File: config.mk
export PLATFORM = sky130hd
export DESIGN_NAME = xor_bank_writer_uram
export DESIGN_NICKNAME = d
export VERILOG_FILES = /design/src/rtl/xor_bank_writer_uram.sv
export SDC_FILE = /design/constraint.sdc
export NUM_CORES = 1
export LEC_CHECK = 0
export CORE_AREA = 2 2 470 472
export CTS_BUF_LIST = sky130_fd_sc_hd__clkbuf_8
export DETAILED_ROUTE_END_ITERATION = 10
export DIE_AREA = 0 0 472 474
export SLEW_MARGIN = 20
export SYNTH_ARGS = -nofsm -noshare
export SYNTH_HDL_FRONTEND = slang
export SYNTH_SLANG_ARGS = --single-unit
File: constraint.sdc
create_clock -name clk -period 15.5 [get_ports clk]
set_input_delay 2.325 -clock clk [delete_from_list [all_inputs] [get_ports clk]]
set_output_delay 2.325 -clock clk [all_outputs]
set_load 0.005 [all_outputs]
File: src/rtl/xor_bank_writer_uram.sv
// Single-bank writer for an XOR-coded URAM array: reads the other banks at the
// write address and stores wr_data XOR'd with them, so the XOR of all lanes decodes to wr_data.
module xor_bank_writer_uram #(
   parameter int NUM_XOR    = 16,
   parameter int DATA_WIDTH = 64,
   parameter int ADDR_WIDTH = 12,
   parameter int BANK_ID    = 0,
   parameter int RD_LATENCY = 2
) (
   input  logic                          clk,
   input  logic                          rst,
   input  logic                          wr_valid,
   output logic                          wr_ready,
   input  logic [ADDR_WIDTH-1:0]         wr_addr,
   input  logic [DATA_WIDTH-1:0]         wr_data,
   output logic                          rd_en,
   output logic [ADDR_WIDTH-1:0]         rd_addr,
   input  logic [NUM_XOR*DATA_WIDTH-1:0] rd_data,
   output logic                          bank_we,
   output logic [ADDR_WIDTH-1:0]         bank_addr,
   output logic [DATA_WIDTH-1:0]         bank_wdata
);

   localparam int CNT_W = (RD_LATENCY > 1) ? $clog2(RD_LATENCY) : 1;
   localparam logic [CNT_W-1:0] CNT_LAST = CNT_W'(RD_LATENCY - 1);

   typedef enum logic [1:0] {IDLE, READ, WAIT, WRITE} state_t;

   state_t                  state_q, state_d;
   logic [CNT_W-1:0]        cnt_q, cnt_d;
   logic                    ready_q, ready_d;
   logic [ADDR_WIDTH-1:0]   addr_q, addr_d;
   logic [DATA_WIDTH-1:0]   data_q, data_d;
   logic [ADDR_WIDTH-1:0]   baddr_q, baddr_d;
   logic [DATA_WIDTH-1:0]   bdata_q, bdata_d;
   logic [DATA_WIDTH-1:0]   xor_other;
   logic                    own_lane_unused;

   // Our own lane holds the value being replaced, so it never enters the code word.
   always_comb begin
      xor_other = '0;
      for (int unsigned i = 0; i < NUM_XOR; i++) begin
         if (i != unsigned'(BANK_ID))
            xor_other = xor_other ^ rd_data[DATA_WIDTH*i +: DATA_WIDTH];
      end
      own_lane_unused = ^rd_data[DATA_WIDTH*BANK_ID +: DATA_WIDTH];
   end

   always_comb begin
      state_d = state_q;
      cnt_d   = cnt_q;
      addr_d  = addr_q;
      data_d  = data_q;
      baddr_d = baddr_q;
      bdata_d = bdata_q;
      rd_en   = 1'b0;
      bank_we = 1'b0;
      unique case (state_q)
         IDLE: begin
            if (wr_valid && ready_q) begin
               addr_d  = wr_addr;
               data_d  = wr_data;
               state_d = READ;
            end
         end
         READ: begin
            rd_en   = 1'b1;
            cnt_d   = '0;
            state_d = WAIT;
         end
         WAIT: begin
            if (cnt_q == CNT_LAST) begin
               bdata_d = data_q ^ xor_other;
               baddr_d = addr_q;
               cnt_d   = '0;
               state_d = WRITE;
            end else begin
               cnt_d = cnt_q + CNT_W'(1);
            end
         end
         WRITE: begin
            bank_we = 1'b1;
            state_d = IDLE;
         end
         default: state_d = IDLE;
      endcase
      // Registered so that ready stays low while rst is held.
      ready_d = (state_d == IDLE);
   end

   always_ff @(posedge clk or posedge rst) begin
      if (rst) begin
         state_q <= IDLE;
         cnt_q   <= '0;
         ready_q <= 1'b0;
         addr_q  <= '0;
         data_q  <= '0;
         baddr_q <= '0;
         bdata_q <= '0;
      end else begin
         state_q <= state_d;
         cnt_q   <= cnt_d;
         ready_q <= ready_d;
         addr_q  <= addr_d;
         data_q  <= data_d;
         baddr_q <= baddr_d;
         bdata_q <= bdata_d;
      end
   end

   always_comb begin
      wr_ready   = ready_q;
      rd_addr    = addr_q;
      bank_addr  = baddr_q;
      bank_wdata = bdata_q;
   end

endmodule
==> results.toml <==
[pwr]
vdd_ir_drop_max_v = 0.0000728
p_per_area_nw_per_um2 = 106
leakage_uw = 0.00944

[detailed_routing]
ant_nets = 0
drtIter0Drc = 422
routed_wl_um = 120000
dr.pass1.iters = 4
drc = 0
post_drt_wl_per_cell_um = 22.1
vias = 14100
viasPerCell = 2.60

[die]
start_util = 0.0646
fp.dieW_um = 472
io_pins = 1194
rows = 172
core_um2 = 219000
die_h_um = 474
dieArea_um2 = 224000

[clock_tree]
path_clk_slew_ns = 0.11
htreeDepth = 4
post_cts_buffers = 0
cts_sinks = 156
cts_root_buf = "clkbuf_8"
cts_inserted_buffers = 17
cts_tree = "yes"
cts_hold_buf = 0
clockBufferDepth = 2
post_cts_resized = 0
insertion_delay_ns = 0.64

[sta]
finalCritPeriodShare = 0.275
finalSetupViolCount = 0
relSlewSlack = 0.299
min_period_ns = 4.26
timing.fmax_mhz = 235
worstMarginPinSlew_ns = 1.04
timing.setup.tns_ns = 0
hold_viol = 0
rsz0062_at_grt = "false"
fin_worst_skew_ns = 0.0270
maxSlewViolCount = 0

[layout]
fill_cells = 24900
multi_input_area_um2 = 10100
final_layout_size_suffix_gt1_frac = 0.0524
nNetsFinal = 3616
fin_util = 0.135
regArea_um2 = 3900
syn_to_final_growth_pct = 109
finalInstanceArea_um2 = 29500

[grt]
overflow = 0
grt_pass1_vias = 15000
track_usage = 0.104
grt_max_degree = 62
antenna_found_initial = 147
grt_pass1_wl_um = 147000

[placed_design]
dpl_cell_area_um2 = 29000
io_buffers = 1129
gp_congestion = 0.912
dp_hpwl_um = 110000

[synth]
synth_cell_types = 16
synthTopCellsByArea = "xnor2_1 (52%), dfrtp_1 (28%), xor2_1 (7.9%)"
yosys_warnings = 0
yosysSeqAreaShare = 0.277
ys_seq_elements = 156
synth_ff_type = "dfrtp_1"
synth_edf_count = 0
netlist_top_cells_count = "xnor2_1 (832), dfrtp_1 (156), xor2_1 (128)"
synth_top_cell_area_share = 0.516
synth_area_um2 = 14100
syn_inst = 1374
ys_async_sr_fraction = 1.00
synth_largest_area_cell = "xnor2_1"
synth_fp_nets = 2482
synth_most_common_cell = "xnor2_1"
syn_area_per_cell_um2 = 10.3

[status]
status = "complete, no violations"

[worst_setup_path]
cp.arrival_ns = 1.94
critPathLaunch = "state_q[1]$_DFF_PP0_"
cp-end-kind = "output pin"
crit_type = "reg2out"
crit-reg2reg-launch = "state_q[0]$_DFF_PP0_"
start_kind = "flop"
critPathMaxFanout = 3
worst_ep_required_time_ns = 13.18

[min_path]
min_from = "bank_addr[6]$_DFFE_PP0P_"
hp-class = "reg2reg"

[run]
drv_cap = 0
-- sequential cells by signal, indices dropped and copies added (netlist names) --
| signal | cells |
|---|---|
| bank_wdata | 64 |
| data_q | 64 |
| bank_addr | 12 |
| rd_addr | 12 |
| state_q | 2 |
| cnt_q | 1 |
| wr_ready | 1 |
-- where the power goes --
group	switching [µW]	leakage, µW	internal (µW)
registers	163	0.00182	612
clock network	231	0.000201	152
logic	876	0.00742	1090
total	1270	0.00944	1860
-- area by class of cell --
class,count,share of cell area
repair buffers,1139,0.385
flip-flops and latches,156,0.132
well taps,2871,0.122
diodes,53,0.00449
clock inverters,12,0.00449
inverters,3,0.000636
clock buffers,19,0.00886
multi-input cells,1191,0.342
-- worst paths after layout --
kind	endpoint	slack (ns)	cells after the start
max	rd_en	11.24	3
max reg2reg	bank_addr[10]$_DFFE_PP0P_	12.73	5
min	bank_addr[6]$_DFFE_PP0P_	0.52	1
min reg2reg	bank_addr[6]$_DFFE_PP0P_	0.52	1
min in group asynchronous	bank_wdata[43]$_DFFE_PP0P_	2.17	2
max in group asynchronous	data_q[6]$_DFFE_PP0P_	12.04	3
-- per-layer routing --
layer / track usage / routed length [µm]
met1: 0.108 / 42800
met2: 0.178 / 57100
met3: 0.0472 / 14000
met4: 0.0523 / 5930
met5: 0 / 558
-- logic make-up (layout without fill, tap and decap cells) --
group	Yosys count	in the layout	share of synthesized area
buf+inv	27	1173	0.0100
xor+xnor	960	960	0.596
flops	156	156	0.277
other cells	0	53	0
compound gates	66	66	0.0234
mux	89	89	0.0709
simple gates	71	71	0.0191
fa+ha+maj	5	5	0.00443
-- metrics by stage --
| stage | power [µW] | setup slack (ns) | hold WS (ns) | instances |
|---|---|---|---|---|
| after CTS | 3260 | 10.96 | 0.526 | 5391 |
| after global routing | 3390 | 10.98 | 0.542 | 5423 |
| after floorplan | 1780 | 8.97 | 0.459 | 1374 |
| after detailed placement | 2820 | 10.72 | 0.502 | 5360 |
| after global placement | 2810 | 10.71 | 0.476 | 5360 |
| final | 3130 | 11.24 | 0.521 | 5444 |
-- cells in the final DEF, fill, tap and decap left out, drive strengths merged --
cell type | synthesis | routed
a21oi | 65 | 65
and2 | 1 | 1
buf | 22 | 10
bufinv | 0 | 2
clkbuf | 2 | 19
clkdlybuf4s50 | 0 | 1129
clkinv | 0 | 2
clkinvlp | 0 | 2
dfrtp | 156 | 156
diode | 0 | 53
ha | 5 | 5
inv | 3 | 9
mux2 | 88 | 88
mux2i | 1 | 1
nand2 | 3 | 3
nand3 | 1 | 1
nor2 | 66 | 66
o21ai | 1 | 1
xnor2 | 832 | 832
xor2 | 128 | 128
-- worst max-delay path, stage by stage (launching register included) --
cell and delay (ns):
dfrtp_1 0.42, inv_1 0.11, ha_1 0.15, clkdlybuf4s50_1 0.62
Power figures use the tool's default switching activity.
==> patch 1, RTL diff (same settings) <==
`addr_q`, `data_q`, `baddr_q` and `bdata_q` no longer have a reset.
--- a/src/rtl/xor_bank_writer_uram.sv
+++ b/src/rtl/xor_bank_writer_uram.sv
@@ -95,6 +95,2 @@
          ready_q <= 1'b0;
-         addr_q  <= '0;
-         data_q  <= '0;
-         baddr_q <= '0;
-         bdata_q <= '0;
       end else begin
@@ -103,7 +99,10 @@
          ready_q <= ready_d;
-         addr_q  <= addr_d;
-         data_q  <= data_d;
-         baddr_q <= baddr_d;
-         bdata_q <= bdata_d;
       end
+   end
+
+   always_ff @(posedge clk) begin
+      addr_q  <= addr_d;
+      data_q  <= data_d;
+      baddr_q <= baddr_d;
+      bdata_q <= bdata_d;
    end
Behaviour: differs if rst is asserted again (counterexample within 4 cycles, from zero or initial values and one cycle with rst high); with rst held inactive, the same outputs for 4 cycles.
==> patch 1 against the unedited design <==
Sequential cell count did not move; count of clock-buffer cells in the layout fell by 2; synthesized area fell by 6.5%; wire length fell by 14%; total power fell by 25%; worst setup slack got worse by 130 ps; sequential share of layout area rose by 3.0 points; die area did not move; clock skew rose by 13 ps; cell area fell by 2.7%; largest cell class unchanged; largest power group unchanged.
==> patch 1: results <==
outcome:
  status: "finished, final reports clean"
cells_and_area:
  layout-drive-gt1-share_pct: 1.866
  comb.multi_input.count: 974
  num-fill-cells: 24830
  area_share_nonclk_buffers_pct: 39.60
  nFlopsAndLatches: 156
  sh_seq_area_pct: 16.24
  finalNetCount: 3399
  multi_input_area_share_pct: 29.69
  antenna_cells: 48
  final_cells: 5223
hold_path:
  worstHoldEndpoint: "bank_addr[8]"
  whs_path_depth: 0
timing:
  holdWs_ps: 472.8
  finClkSkew_ps: 39.75
  max-slew-margin-rel_pct: 31.71
drt:
  drt_iter0_markers: 353
  vias_per_cell: 2.413
  wirelength_um: 104000
  wl_met3_um: 13310
  dr_wl_met2_um: 51430
synth:
  synthArstFlopShare_pct: 2.564
  muxShareOfSynthArea_pct: 0.07584
  ys.flop_type: "edfxtp_1"
  synth_compound_area_share_pct: 0.04740
  synthAdderAreaFrac_pct: 0.4740
  synth.net_count: 2241
  yosysSeqAreaShare_pct: 35.34
placed_design:
  place_ws_ps: 10550
  placed_cell_area_sq_mm: 0.02817
  gp_congestion: 0.9004
  hpwl_um: 94840
worst_setup_path:
  crit_arrival_ps: 2070
  reg2reg_depth: 4
  reg2reg_slack_ps: 12860
  max_stage_delay_ps: 670
  rr_endpoint: "data_q[22]"
global_route:
  grt_start_max_net_pins: 43
  antenna_found_initial: 108
  grt.total_usage_pct: 8.951
power_and_ir_drop:
  leakagePower_nw: 8.322
  ir_drop_mv: 0.07414
## patch 1: changes by cell type in the layout (fill, tap and decap cells not counted), moves of 2 or more
cell	unedited run	this run
mux2_2	88	0
a21oi_1	65	0
inv_8	1	4
diode_2	53	48
clkbuf_8	19	17
xor2_1	128	64
dfrtp_1	156	4
nor2_1	66	2
xnor2_1	831	896
clkinvlp_4	2	0
nand2_1	3	1
edfxtp_1	0	152
## patch 1: report_power, final
group	leakage, nW	internal, mW	switching, mW
combinational	6.66	0.691	0.578
sequential	1.44	0.610	0.0359
clock	0.222	0.166	0.257
## patch 1: routing by layer
| metal | track usage [%] | up-vias |
|---|---|---|
| met5 | 0 | - |
| met3 | 4.663 | 203 |
| met2 | 15.99 | 891 |
| met4 | 3.717 | 56 |
| li1 | - | 5954 |
| met1 | 8.586 | 5501 |
## patch 1: worst max-delay path: cells and delay by family, from the launching register on
kind,cells,cell delay [ps]
buf+inv,2,780
flops,1,440
fa+ha+maj,1,180
==> patch 2, RTL diff (config.mk and constraints unchanged) <==
Without the edit above. The parameter `DATA_WIDTH` goes from 64 to 32.
--- a/src/rtl/xor_bank_writer_uram.sv
+++ b/src/rtl/xor_bank_writer_uram.sv
@@ -4,3 +4,3 @@
    parameter int NUM_XOR    = 16,
-   parameter int DATA_WIDTH = 64,
+   parameter int DATA_WIDTH = 32,
    parameter int ADDR_WIDTH = 12,
Interface: changed (resized bank_wdata, rd_data and wr_data); port bits go from 1194 to 618. No check against the original RTL was run, so the function may have changed too.
==> patch 2 against the unedited design <==
Die area stayed put; total power is 43% lower; critical endpoint is now bank_we; register-to-register slack better by 440 ps; cell area is 41% lower; via count is 48% lower; wire length is 42% lower; largest cell class unchanged; synthesized area is 46% lower; sequential cell count is 64 lower; highest routed layer unchanged; worst setup slack worse by 120 ps.
==> patch 2: results <==
clocking:
  cts_buffers: 9
  cts_htree_levels: 3
  clockBufferDepth: 2
  clk_latency_ps: 560
  clkTransAtPathRegs_ps: 140
  root_buffer: "clkbuf_8"
timing:
  max-slew-margin-rel_pct: 36.20
  period_share_pct: 28.29
  finClkSkew_ps: 64.36
worst_setup_path:
  crit_arrival_ps: 2060
  reg2reg_depth: 5
  max_stage_delay_ps: 730
  rr_endpoint: "bank_addr[3]"
  reg2reg_slack_ps: 13170
  reg2reg_from: "state_q[0]"
hold_path:
  whs_path_depth: 2
  worstHoldEndpoint: "bank_wdata[20]"
  min_from: "bank_wdata[20]"
cells_and_area:
  layout-drive-gt1-share_pct: 7.773
  num-fill-cells: 25510
  finalNetCount: 1897
drt:
  drt_iter0_markers: 180
  first_pass_iters: 6
  wirelength_um: 69360
  vias: 7348
power_and_ir_drop:
  comb-power_mw: 1.05
  leakagePower_nw: 5.254
  pwr-share-seq_pct: 28.3
  sw_frac_of_total_pct: 41.74
  ir_drop_mv: 0.05884
synth:
  synth.net_count: 1286
  ys_types: 15
  synth_area_leaders: "xnor2_1 48%, dfrtp_1 30%, mux2_2 8.3%, xor2_1 7.4%, o21ai_1 2.1%"
  yosysSeqAreaShare_pct: 30.31
  ys.flop_type: "dfrtp_1"
  synth_commonest_cells: "416 x xnor2_1, 92 x dfrtp_1, 64 x xor2_1"
global_route:
  grt_pass1_wl_um: 83780
  grt_pass1_vias: 7590
  grt.total_usage_pct: 6.064
  grt_start_max_net_pins: 58
  antenna_found_initial: 66
placed_design:
  port-buffer-count: 585
  hpwl_um: 63810
  gp_congestion: 0.7576
outcome:
  status: "finished, final reports clean"
==> patch 2: cell type report <==
type | instances | area [sq um] | share of cell area [%]
diodes | 7 | 17.52 | 0.1003
clock buffers | 10 | 137.6 | 0.7882
clock inverters | 6 | 77.57 | 0.4443
inverters | 3 | 16.27 | 0.09315
multi-input cells | 615 | 5260 | 30.12
flip-flops and latches | 92 | 2302 | 13.18
well taps | 2871 | 3592 | 20.57
repair buffers | 612 | 6058 | 34.69
==> patch 2: worst max-delay path by stage <==
stage / startpoint / end / slack, ps
2_1_floorplan: rst / bank_addr[0] / 10780
3_3_place_gp: rd_data[87] / bank_wdata[23] / 10610
3_5_place_dp: rd_data[87] / bank_wdata[23] / 10630
4_1_cts: state_q[1] / bank_we / 10900
5_1_grt: state_q[1] / bank_we / 10940
6_report: state_q[1] / bank_we / 11120
==> patch 2: through the flow <==
step                      total power [mW]  instances  cell area [sq um]  setup WS (ps)  hold WS (ps)
after CTS                            1.908       4209              17440          10900         499.8
after detailed placement             1.651       4193              17230          10630         474.8
after global placement               1.640       4193              17230          10610         471.0
after floorplan                     0.9795        722               7596          10780         466.6
after global routing                 1.949       4212              17450          10940         531.7
final                                1.786       4216              17460          11120         492.8
==> patch 2: kinds of logic (layout without fill, tap and decap cells) <==
logic type	after synthesis	count (layout)	share of synthesized area, %
xor gates and xnor gates	480	480	55.35
and+or+nand+nor	39	39	2.010
AOI/OAI and AO/OA	34	34	2.240
muxes	57	57	8.433
other	0	7	0
buffers and inverters	15	631	0.8400
DFF	92	92	30.31
adders and majority gates	5	5	0.8236
==> patch 2: per-layer routing <==
metal	share of wire, %	track usage, %
met1	37	6.401
met2	52	10.94
met3	9.0	2.578
met4	1.8	1.650
met5	0.52	0
